`src/rtl/music_seq_pkg.sv`:
```
// Shared types and constants for the note sequencer: note entry layout,
// FSM state encoding and a few phase increments for a 12.5 MHz clock.
package music_seq_pkg;

  localparam int NOTE_W = 24;

  localparam logic [15:0] G4  = 16'd4208;
  localparam logic [15:0] DS4 = 16'd3339;
  localparam logic [15:0] AS4 = 16'd5005;

  typedef struct packed {
    logic        last;
    logic        rest;
    logic [5:0]  dur;
    logic [15:0] freq;
  } note_t;

  typedef enum logic [1:0] {
    S_IDLE,
    S_FETCH,
    S_PLAY,
    S_GAP
  } seq_state_t;

  // A zero duration still plays for one tick.
  function automatic logic [5:0] eff_dur(input logic [5:0] dur);
    return (dur == 6'd0) ? 6'd1 : dur;
  endfunction

endpackage

```
`src/rtl/music_seq_tick_div.sv`:
```
// Duration tick divider: free-running modulo-TICK_DIV counter with a
// synchronous clear; tick_o pulses on the last count of each period.
module music_seq_tick_div #(
  parameter int TICK_DIV = 3125000
) (
  input  logic clk_i,
  input  logic rst_i,
  input  logic clr_i,
  output logic tick_o
);

  localparam int W = (TICK_DIV > 1) ? $clog2(TICK_DIV) : 1;
  localparam logic [W-1:0] LAST = W'(TICK_DIV - 1);

  logic [W-1:0] cnt_q;

  // NOTE: state registers use non-blocking assignments so every flop samples
  // the pre-edge values, independent of block evaluation order.
  always_ff @(posedge clk_i) begin
    if (rst_i || clr_i) begin
      cnt_q <= '0;
    end else if (cnt_q == LAST) begin
      cnt_q <= '0;
    end else begin
      cnt_q <= cnt_q + W'(1);
    end
  end

  assign tick_o = ~clr_i && (cnt_q == LAST);

endmodule

```
`src/rtl/music_sequencer.sv`:
```
// Song memory plus playback FSM driving audio_channel en/freq.
// Define MUSIC_SEQ_ARTIC_EN to spend the final tick of longer notes silent.
module music_sequencer
  import music_seq_pkg::*;
#(
  parameter int DEPTH    = 16,
  parameter int TICK_DIV = 3125000
) (
  input  logic                     clk_i,
  input  logic                     rst_i,
  input  logic                     wr_en_i,
  input  logic [$clog2(DEPTH)-1:0] wr_addr_i,
  input  logic [NOTE_W-1:0]        wr_data_i,
  input  logic                     start_i,
  input  logic                     stop_i,
  input  logic                     loop_i,
  output logic                     en_o,
  output logic [15:0]              freq_o,
  output logic [$clog2(DEPTH)-1:0] note_idx_o,
  output logic                     busy_o,
  output logic                     done_o
);

  localparam int AW = $clog2(DEPTH);

  seq_state_t    state_q, state_d;
  note_t         mem [DEPTH];
  note_t         rd_q;
  logic [AW-1:0] idx_q;
  logic [5:0]    rem_q;
  logic          load_q;
  logic          tick;
  logic          in_note;
  logic          note_end;
  logic          song_end;
  logic          gap_enter;
  logic          play_en;

  assign in_note = (state_q == S_PLAY) || (state_q == S_GAP);

  music_seq_tick_div #(
    .TICK_DIV (TICK_DIV)
  ) u_tick_div (
    .clk_i  (clk_i),
    .rst_i  (rst_i),
    .clr_i  (~in_note),
    .tick_o (tick)
  );

  // NOTE: the song array has no reset so it maps onto block RAM; only the
  // control path around it is reset.
  always_ff @(posedge clk_i) begin
    if (wr_en_i) begin
      mem[wr_addr_i] <= note_t'(wr_data_i);
    end
    if (state_q == S_FETCH) begin
      rd_q <= mem[idx_q];
    end
  end

  // rem_q is loaded one cycle after FETCH, once the RAM word is available.
  assign note_end = in_note && tick && !load_q && (rem_q == 6'd1);
  assign song_end = note_end && rd_q.last && !loop_i;

`ifdef MUSIC_SEQ_ARTIC_EN
  assign gap_enter = (state_q == S_PLAY) && tick && !load_q &&
                     (rem_q == 6'd2) && !rd_q.rest;
`else
  assign gap_enter = 1'b0;
`endif

  always_ff @(posedge clk_i) begin
    if (rst_i) begin
      state_q <= S_IDLE;
    end else begin
      state_q <= state_d;
    end
  end

  // NOTE: every combinational output gets a default first, so no path
  // through the case leaves it unassigned and no latch is inferred.
  always_comb begin
    state_d = state_q;
    if (stop_i) begin
      state_d = S_IDLE;
    end else begin
      case (state_q)
        S_IDLE:  if (start_i) state_d = S_FETCH;
        S_FETCH: state_d = S_PLAY;
        S_PLAY, S_GAP: begin
          if (note_end) begin
            state_d = song_end ? S_IDLE : S_FETCH;
          end else if (gap_enter) begin
            state_d = S_GAP;
          end
        end
        default: state_d = S_IDLE;
      endcase
    end
  end

  always_comb begin
    busy_o  = (state_q != S_IDLE);
    play_en = (state_q == S_PLAY) && !rd_q.rest;
  end

  always_ff @(posedge clk_i) begin
    if (rst_i) begin
      load_q <= 1'b0;
      rem_q  <= '0;
      idx_q  <= '0;
    end else begin
      load_q <= (state_q == S_FETCH);
      if (load_q) begin
        rem_q <= eff_dur(rd_q.dur);
      end else if (tick && rem_q != 6'd0) begin
        rem_q <= rem_q - 6'd1;
      end
      if (!stop_i) begin
        if (state_q == S_IDLE && start_i) begin
          idx_q <= '0;
        end else if (note_end && !song_end) begin
          idx_q <= rd_q.last ? '0 : idx_q + AW'(1);
        end
      end
    end
  end

  // Outputs trail the FSM by one cycle because the entry is read from RAM
  // at the FETCH edge; stop silences the channel on its own edge.
  always_ff @(posedge clk_i) begin
    if (rst_i) begin
      en_o   <= 1'b0;
      freq_o <= '0;
      done_o <= 1'b0;
    end else begin
      en_o   <= play_en && !stop_i;
      done_o <= song_end && !stop_i;
      if (state_q == S_PLAY) begin
        freq_o <= rd_q.freq;
      end
    end
  end

  assign note_idx_o = idx_q;

endmodule
```
`config.mk`:
```
export PLATFORM = sky130hd
export DESIGN_NAME = music_sequencer
export DESIGN_NICKNAME = d
export VERILOG_FILES = /design/src/rtl/music_seq_pkg.sv /design/src/rtl/music_seq_tick_div.sv /design/src/rtl/music_sequencer.sv
export SDC_FILE = /design/constraint.sdc
export NUM_CORES = 1
export LEC_CHECK = 0
export CAP_MARGIN = 0
export CORE_UTILIZATION = 60
export CTS_CLUSTER_DIAMETER = 120
export DETAILED_ROUTE_END_ITERATION = 8
export PLACE_DENSITY = 0.76
export SYNTH_ARGS = -nofsm -noshare
export SYNTH_HDL_FRONTEND = slang
export SYNTH_SLANG_ARGS = --single-unit
```
`constraint.sdc`:
```
create_clock -name clk_i -period 8.35 [get_ports clk_i]
set_input_delay 1.67 -clock clk_i [delete_from_list [all_inputs] [get_ports clk_i]]
set_output_delay 1.67 -clock clk_i [all_outputs]
set_load 0.05 [all_outputs]
```
* After elaboration in Yosys (flattened, before gate mapping)
Memories as Yosys holds them, arrays and structs flattened. A register that Yosys moved wholly into a read port is not among the register bits.
Cells that the tools add are included.
** Operators by class
- Multiplexer cells :: 12
- Bitwise operators :: 2
- Add/sub/neg operators :: 3
- Eq/ne operators :: 7
- Reductions and logical operators :: 30
** Operators with widths (count)
- 22-bit by 1-bit adder with 22-bit output (second input constant) :: 1
- 22-bit equality test (second input constant) :: 1
- 6-bit 2-to-1 mux :: 3
- 1-bit logical AND :: 12
- 4-bit 2-to-1 mux :: 3
- 6-bit by 1-bit equality test with 1-bit output (second input constant) :: 1
- 6-bit logical NOT :: 1
- 2-bit one-hot mux with 3 select lines :: 1
- 2-bit nonzero test :: 3
- 6-bit nonzero test :: 1
- 2-bit OR reduction :: 3
- 6-bit by 1-bit subtractor with 6-bit output (second input constant) :: 1
- 1-bit logical NOT :: 5
- 4-bit by 1-bit adder with 4-bit output (second input constant) :: 1
- 2-bit equality test (second input constant) :: 2
- 2-bit 2-to-1 mux :: 2
- 2-bit inequality test (second input constant) :: 2
- 2-bit AND reduction :: 2
- 1-bit 2-to-1 mux :: 3
- 2-bit by 1-bit equality test with 1-bit output (second input constant) :: 1
- 2-bit logical NOT :: 1
- 1-bit logical OR :: 2
- 1-bit inverter :: 2
** Storage, ports and cells
- Bits of input ports :: 34
- Memories kept :: 1
- Bits in registers :: 53
- RAM bits :: 384
- Word-level logic and storage cells :: 63
- Output and inout port bits :: 23
** Memory list
- mem :: depth 16, width 24, read ports 1, clocked after memory_dff 1, wr ports 1, RTL line music_sequencer.sv:27 : note_t mem [DEPTH];

* Depth between registers and ports, before layout
Gate-level depths: netlist of the first run.
- Depth after elaboration :: 12
- Mapped depth :: 8
- Depth with buffers taken out :: 7

* Modules after synthesis
A second synthesis of the first run with hierarchy kept.
** Second synthesis, totals
- Cell total of the unflattened synthesis :: 912
- Area, all modules :: 17648.2 µm²
** By module, submodules not included
- music_sequencer :: times used 1, seq. area each 12872.3 µm², area each 16636.0 µm², cells each 797
- music_seq_tick_div :: times used 1, seq. area each 440.4 µm², area each 1012.2 µm², cells each 115

* Worst setup path after synthesis of the first run
Ideal clock, no wire load.
- Path kind :: input -> register
- Start :: input wr_addr_i[2]
- End :: memory mem[0][0] (netlist name), enable pin
- Path buffers :: 0
- Library setup time :: 435 ps
- Stages on the path :: 2
- Required time :: 7915 ps
- Setup slack :: 4063 ps
- Arrival :: 3852 ps
- Cell sequence :: or3b_2 -> nor3_1
** RTL lines
- start, declared :: RTL line music_sequencer.sv:12 : input logic [$clog2(DEPTH)-1:0] wr_addr_i,
- end, declared :: RTL line music_sequencer.sv:27
No word-level cell before the write port.

* Final worst setup path of the first run
- Start :: register idx_q[3], in the netlist note_idx_o[3]
- End :: output note_idx_o[3]
** RTL lines
- start, declared :: RTL line music_sequencer.sv:29 : logic [AW-1:0] idx_q;
- start signal, assigned :: RTL line music_sequencer.sv:123 : idx_q <= rd_q.last ? '0 : idx_q + AW'(1);
- end, declared :: RTL line music_sequencer.sv:19 : output logic [$clog2(DEPTH)-1:0] note_idx_o,
No word-level cell between the ends.

==> results of run 1 <==
per-stage QoR:
step / area, sq um / setup WS [ns] / utilization [%] / instances / total power, uW
2_1_floorplan: 17700 / 4.06 / - / 882 / 2650
3_5_place_dp: 18700 / 4.45 / 64.9 / 1288 / 2730
3_3_place_gp: 18700 / 4.48 / 64.9 / 1288 / 2720
6_report: 20200 / 4.14 / 69.9 / 1370 / 4660
5_1_grt: 20200 / 3.99 / 69.9 / 1370 / 4780
4_1_cts: 20200 / 4.06 / 69.9 / 1370 / 4690
state kept, by name (all words and copies together) (netlist names), 2 cells and up:
signal / count
note_idx_o: 4
mem: 384
rem_q: 6
u_tick_div.cnt_q: 22
rd_q: 24
freq_o: 16
state_q: 2
cell usage in the layout (no fill, tap or decap), types with 11 or more instances in the layout:
cell / n
edfxtp_1: 408
mux4_2: 120
clkdlybuf4s50_1: 56
nand2_1: 50
dfxtp_1: 49
clkbuf_16: 47
nor2_1: 37
a21oi_1: 21
nor2_4: 12
xnor2_1: 12
clkbuf_1: 12
inv_1: 11
nand4_1: 11
per-layer routing:
layer / vias up / GRT usage (%)
met5: - / 0
met4: 0 / 6.94
met3: 68 / 5.75
met2: 374 / 36.7
met1: 4502 / 37.6
li1: 3711 / -
cell families (layout without fill, tap and decap cells):
group / Yosys count / in the layout / share of synthesized area [%]
buffers and inverters: 55 / 159 / 1.41
AND/OR/NAND/NOR: 180 / 180 / 5.26
AO/OA/AOI/OAI: 39 / 39 / 1.36
adder cells (fa/ha/maj): 5 / 5 / 0.354
multiplexers: 121 / 121 / 15.3
flip-flops: 461 / 461 / 75.2
XOR/XNOR: 21 / 21 / 1.04
area by class of cell:
cell class	count	area, sq um	share of cell area, %
Inverter	11	41.3	0.205
Multi-Input combinational cell	366	4240	21.0
Tap cell	384	480	2.38
Sequential cell	461	13300	66.0
Timing Repair Buffer	66	636	3.15
Clock buffer	66	1320	6.53
Clock inverter	16	130	0.645
worst max-delay path by stage:
| stage | from | depth (start not counted) | slack, ns | to |
|---|---|---|---|---|
| 2_1_floorplan | wr_addr_i[2] | 2 | 4.06 | mem[0][0]$_DFFE_PP_ |
| 3_3_place_gp | wr_en_i | 3 | 4.48 | mem[3][8]$_DFFE_PP_ |
| 3_5_place_dp | wr_en_i | 3 | 4.45 | mem[3][5]$_DFFE_PP_ |
| 4_1_cts | note_idx_o[3]$_SDFFE_PP0P_ | 1 | 4.06 | note_idx_o[3] |
| 5_1_grt | note_idx_o[3]$_SDFFE_PP0P_ | 1 | 3.99 | note_idx_o[3] |
| 6_report | note_idx_o[3]$_SDFFE_PP0P_ | 1 | 4.14 | note_idx_o[3] |
power breakdown:
group          internal, uW  leakage, uW  total, uW  switching (uW)
logic                  37.1      0.00125        114            77.2
clock network          1150     0.000720       1980             830
registers              2550      0.00412       2570            14.1
==> summary.md, run 1 <==
| Metric | Value |
|---|---|
| Outcome | complete, no violations |
| Io pins | 57 |
| Fmax | 0.238 GHz |
| Post-synth EDFFs | just over 400 |
| Post-Syn Area | about 18000 sq um |
| Syn Area/Cell | 20.1 sq um |
| Leakage power | 0.00609 uW |
| DRT antenna net count | 0 |
| Synth top area share | between 60% and 70% |
| Die Y-Extent | 174 um |
| Rows | a little over 60 |
| Die Area | between 30000 and 40000 sq um |
| CP max FO | 28 |
| IO Port Bufs | between 50 and 60 |
| Worst-Margin Slew | around 1.1 ns |
| Share of cells above drive strength 1 | a little under a quarter |
| Count leader, synth | edfxtp_1 |
| Flop2flop setup slack | roughly 4.8 ns |
| Count of different cell masters after synthesis | 51 |
| CTS clk-pin slew, worst paths | around 0.060 ns |
| Slew headroom | around 28% |
| Cells after Synth | roughly 900 |
| Dominant synthesized flop cell | edfxtp_1 |
| M1 WL | approximately 16000 um |
| DRT Pass-1 Iters | 5 |
| Area growth, synth to finish | 14.0% |
| Final Cycle Share | approximately half |
| Setup TNS | 0 ns |
| Slowest CP cell | dfxtp_2 |
| Routability Congestion | 0.773 |
| Routed WL per cell | approximately 26 um |
| # diodes | 0 |
| Initial Utilization | 61.3% |
| Routed wire length | between 30000 and 40000 um |
| Vias in the first global route | roughly 8.7k |
| Fin nets | a little under 1k |
| Root buffer cell | clkbuf_16 |
| Min cycle time layout | between 4 and 5 ns |
| Cts hold-fix bufs | 0 |
| Core area | ~29000 sq um |
| Path depth of the worst reg2reg path | 4 |
| Worst EP required | 6.68 ns |
| Worst hold path class | reg2reg |
| DR iter-0 viols | roughly 1.2k |
| Max VDD drop | roughly 0.17 mV |
| CP Buf/Inv Count | 1 |
| Final setup fails | 0 |
| Critical path class | reg2out |
| CP startpoint kind | flip-flop |
| PwrDens | 231 nW/um^2 |
| Vias | 8655 |
| Top Layer Used | met4 |
| Data arrival time of the critical path | roughly 2.5 ns |
| Synthesized flop and latch total | ~460 |
| Slew Limit Fails | 0 |
| Fin. Hold Viols | 0 |
| H-Tree Level Count | 2 |
| Setup Buffers After CTS | 0 |
| Commonest cells post-synth | edfxtp_1 (408), mux4_2 (120), dfxtp_1 (53) |
| Vias per cell | roughly 6.3 |
| Grt total ovfl | 0 |
| Async set or reset register ratio after synthesis | 0% |
| Worst Skew | ~0.02 ns |
| CTS Buf Count | 45 |
| Worst setup EP type | output pin |
| RSZ-0062 raised after global routing | false |
| Die width | 174 um |
| WL met2 | roughly 17000 um |
| Yosys warning count | 0 |
| GRT Total Usage | 24.8% |
| Max Cap Viol | 0 |
| Reg2reg start | note_idx_o[0]$_SDFFE_PP0P_ |
| Worst Hold End | en_o$_SDFF_PP0_ |
| Crit-path cells | clkdlybuf4s50_1 |
| Max Buffers Root-to-Sink | 3 |
| Global-route wire length before repair | between 50000 and 60000 um |
| DR DRC count | 0 |
| CP peak stage delay | 1.04 ns |
| Mapped Nets | ~920 |
| PostCTS Resize Cnt | 0 |
| Met3 routed WL | roughly 3100 um |
| R2R Path End | rd_q[6]$_DFFE_PP_ |
| CTS tree | built |
| Cell family with most CP delay | flip-flops |
| Sink Count | 461 |
| Pin count of the biggest net entering global routing | 52 |
| Hold depth | 1 |
| Fillcell total | ~1.8k |
| Worst-Skew Late Latency | 0.55 ns |
| Synth area leader | edfxtp_1 |
| DPL Wire Length | between 20000 and 25000 um |
| Tightest hold margin | ~0.43 ns |
| Largest cells by area after synthesis | edfxtp_1 (69%), mux4_2 (15%), dfxtp_1 (6.0%) |
| Hold path start | rd_q[22]$_DFFE_PP_ |
| Initial antenna violation count | 0 |
| Seq/Total Area, Yosys | between 70% and 80% |
(Power assumes the default switching activity.)
==> run 2: changes to the inputs <==
Clock period 8.35 ns to 3.9 ns, I/O delays scaled along.
==> run 2 against run 1 <==
Against the previous run: final cell count up 0.88%; power up 120%; critical path depth unchanged; global-route usage down 0.13 points; largest power group unchanged.
==> summary.md, run 2 (same netlist as run 1, synthesis figures left out) <==
| Metric | Value |
|---|---|
| Path depth of the worst reg2reg path | 3 |
| CTS clk-pin slew, worst paths | approximately 0.060 ns |
| Vias | 8595 |
| RSZ-0062 raised after global routing | false |
| Flop2flop setup slack | 1.34 ns |
| Worst-Skew Late Latency | about 0.55 ns |
| Core area | around 29000 sq um |
| Global-route wire length before repair | roughly 54000 um |
| Final setup fails | 0 |
| Gate power share | 2.3% |
| Routability Congestion | ~0.76 |
| Sequential share of power | between 50% and 60% |
| Setup Buffers After CTS | 0 |
| Routed WL per cell | between 20 and 30 um |
| Worst Hold End | en_o$_SDFF_PP0_ |
| Critical path class | reg2out |
| Vias in the first global route | 8895 |
| Data arrival time of the critical path | 2.22 ns |
| H-Tree Level Count | 2 |
| DPL Wire Length | around 19000 um |
| Pint | 8240 uW |
| Io pins | 57 |
| CTS Buf Count | between 40 and 50 |
| Final Cycle Share | 76.9% |
| Vias per cell | between 6 and 7 |
| DR iter-0 viols | 790 |
| Biggest regs | mem (384), rd_q (24), u_tick_div.cnt_q (22) |
| Cell family with most CP delay | buffers and inverters |
| IO Port Bufs | 56 |
| Fin. Hold Viols | 0 |
| Worst Skew | approximately 0.015 ns |
| Fin nets | between 1k and 1.5k |
| Hold depth | 1 |
| Highest-count cells in the layout ignoring fill and taps | edfxtp_1 (408), mux4_2 (120), clkdlybuf4s50_1 (56) |
| Rows | 62 |
| Max VDD drop | 0.516 mV |
| PwrDens | about 500 nW/um^2 |
| PostCTS Resize Cnt | 0 |
| Slew headroom | between 30% and 40% |
| Register area | between 10000 and 15000 sq um |
| Worst setup EP type | output pin |
| Most common cell after layout, fill and taps aside | edfxtp_1 |
| Worst EP required | around 3.1 ns |
| Clk pwr share | between 40% and 50% |
| Fmax | roughly 0.33 GHz |
| Max Cap Viol | 0 |
| Sink Count | approximately 460 |
| Worst Setup Slack, final | approximately 0.9 ns |
| Slowest CP cell | clkdlybuf4s50_1 |
| CP peak stage delay | 0.92 ns |
| Initial antenna violation count | 0 |
| Die Area | 30200 sq um |
| CP max FO | 30 |
| Cts hold-fix bufs | 0 |
| DRT antenna net count | 0 |
| Grt total ovfl | 0 |
| Reg2reg start | note_idx_o[0]$_SDFFE_PP0P_ |
| WP depth | 1 |
| Max Buffers Root-to-Sink | 3 |
| Initial Utilization | around three fifths |
| Leakage power | roughly 0.0062 uW |
| Slew Limit Fails | 0 |
| R2R Path End | rd_q[6]$_DFFE_PP_ |
| Max reg flops | 384 |
| Worst hold path class | reg2reg |
| Fillcell total | 1727 |
| Outcome | complete, no violations |
| Hold path start | rd_q[22]$_DFFE_PP_ |
| Setup TNS | 0 ns |
| Root buffer cell | clkbuf_16 |
| DR DRC count | 0 |
| Area growth, synth to finish | 15.4% |
| Area of the multi-input gates | around 4200 sq um |
| Net Sw Frac | about a fifth |
| Layout Utilization | between 70% and 80% |
| Place WS | between 0.9 and 1 ns |
| # diodes | 0 |
| PnR Total Power | 10200 uW |
| Die Y-Extent | around 170 um |
| Top reg by flops | mem |
| DRT Pass-1 Iters | 5 |
| Worst-Margin Slew | about 1 ns |
| Die width | about 170 um |
| Pin count of the biggest net entering global routing | 100 |
| Net Switching | between 1500 and 2000 uW |
| CTS tree | built |
| Min cycle time layout | around 3 ns |
| Share of cells above drive strength 1 | a little under a quarter |
| CP startpoint kind | flip-flop |
| Crit-path cells | clkdlybuf4s50_1 |
| GRT Total Usage | between 20% and 30% |
| CP Buf/Inv Count | 1 |
| Routed wire length | 35500 um |
==> run 2: cell types whose count changed in the layout (fill, tap and decap cells not counted), sizes merged <==
cell      delta
clkbuf      -11
inv          +1
clkinvlp     +1
buf         +12
clkinv       +3
bufinv       +6
==> run 2: worst max-delay path by stage <==
| stage | startpoint | to | slack (ns) |
|---|---|---|---|
| floorplan | wr_addr_i[2] | mem[0][0]$_DFFE_PP_ | 0.50 |
| global placement | wr_en_i | mem[3][10]$_DFFE_PP_ | 0.97 |
| detailed placement | wr_en_i | mem[3][4]$_DFFE_PP_ | 0.91 |
| CTS | note_idx_o[0]$_SDFFE_PP0P_ | note_idx_o[0] | 0.83 |
| global route | note_idx_o[0]$_SDFFE_PP0P_ | note_idx_o[0] | 0.80 |
| finish | note_idx_o[0]$_SDFFE_PP0P_ | note_idx_o[0] | 0.90 |
==> run 2: layout make-up <==
class                           count  area share, %
Clock buffer                       55           5.80
Clock inverter                     27           1.69
Inverter                           11          0.202
Multi-Input combinational cell    366           20.8
Sequential cell                   461           65.2
Tap cell                          384           2.35
Timing Repair Buffer               78           3.92
==> run 2: routing by layer <==
| metal | up-vias | wire (um) | global-route usage (%) |
|---|---|---|---|
| li1 | 3738 | - | - |
| met1 | 4466 | 14400 | 34.5 |
| met2 | 322 | 17900 | 40.4 |
| met3 | 69 | 2130 | 3.73 |
| met4 | 0 | 1040 | 8.22 |
| met5 | - | 0 | 0 |
==> run 2: power by group through the flow <==
stage	clock network [uW]	logic (uW)	registers, uW
2_1_floorplan	0	88.1	5590
3_3_place_gp	0	230	5590
3_5_place_dp	0	238	5600
4_1_cts	4560	241	5500
5_1_grt	4760	256	5500
6_report	4500	238	5490
==> run 2: through the flow <==
step                instances  instance area, sq um  hold slack [ns]
finish                   1382                 20400            0.416
global placement         1300                 18900            0.394
floorplan                 882                 17700            0.392
global route             1382                 20400            0.432
detailed placement       1300                 18900            0.408
CTS                      1382                 20400            0.415
==> run 2: worst register-to-register path, cell delays in order (launching register included) <==
cell,delay [ns]
dfxtp_4,0.73
buf_4,0.50
mux4_2,0.60
mux4_2,0.47
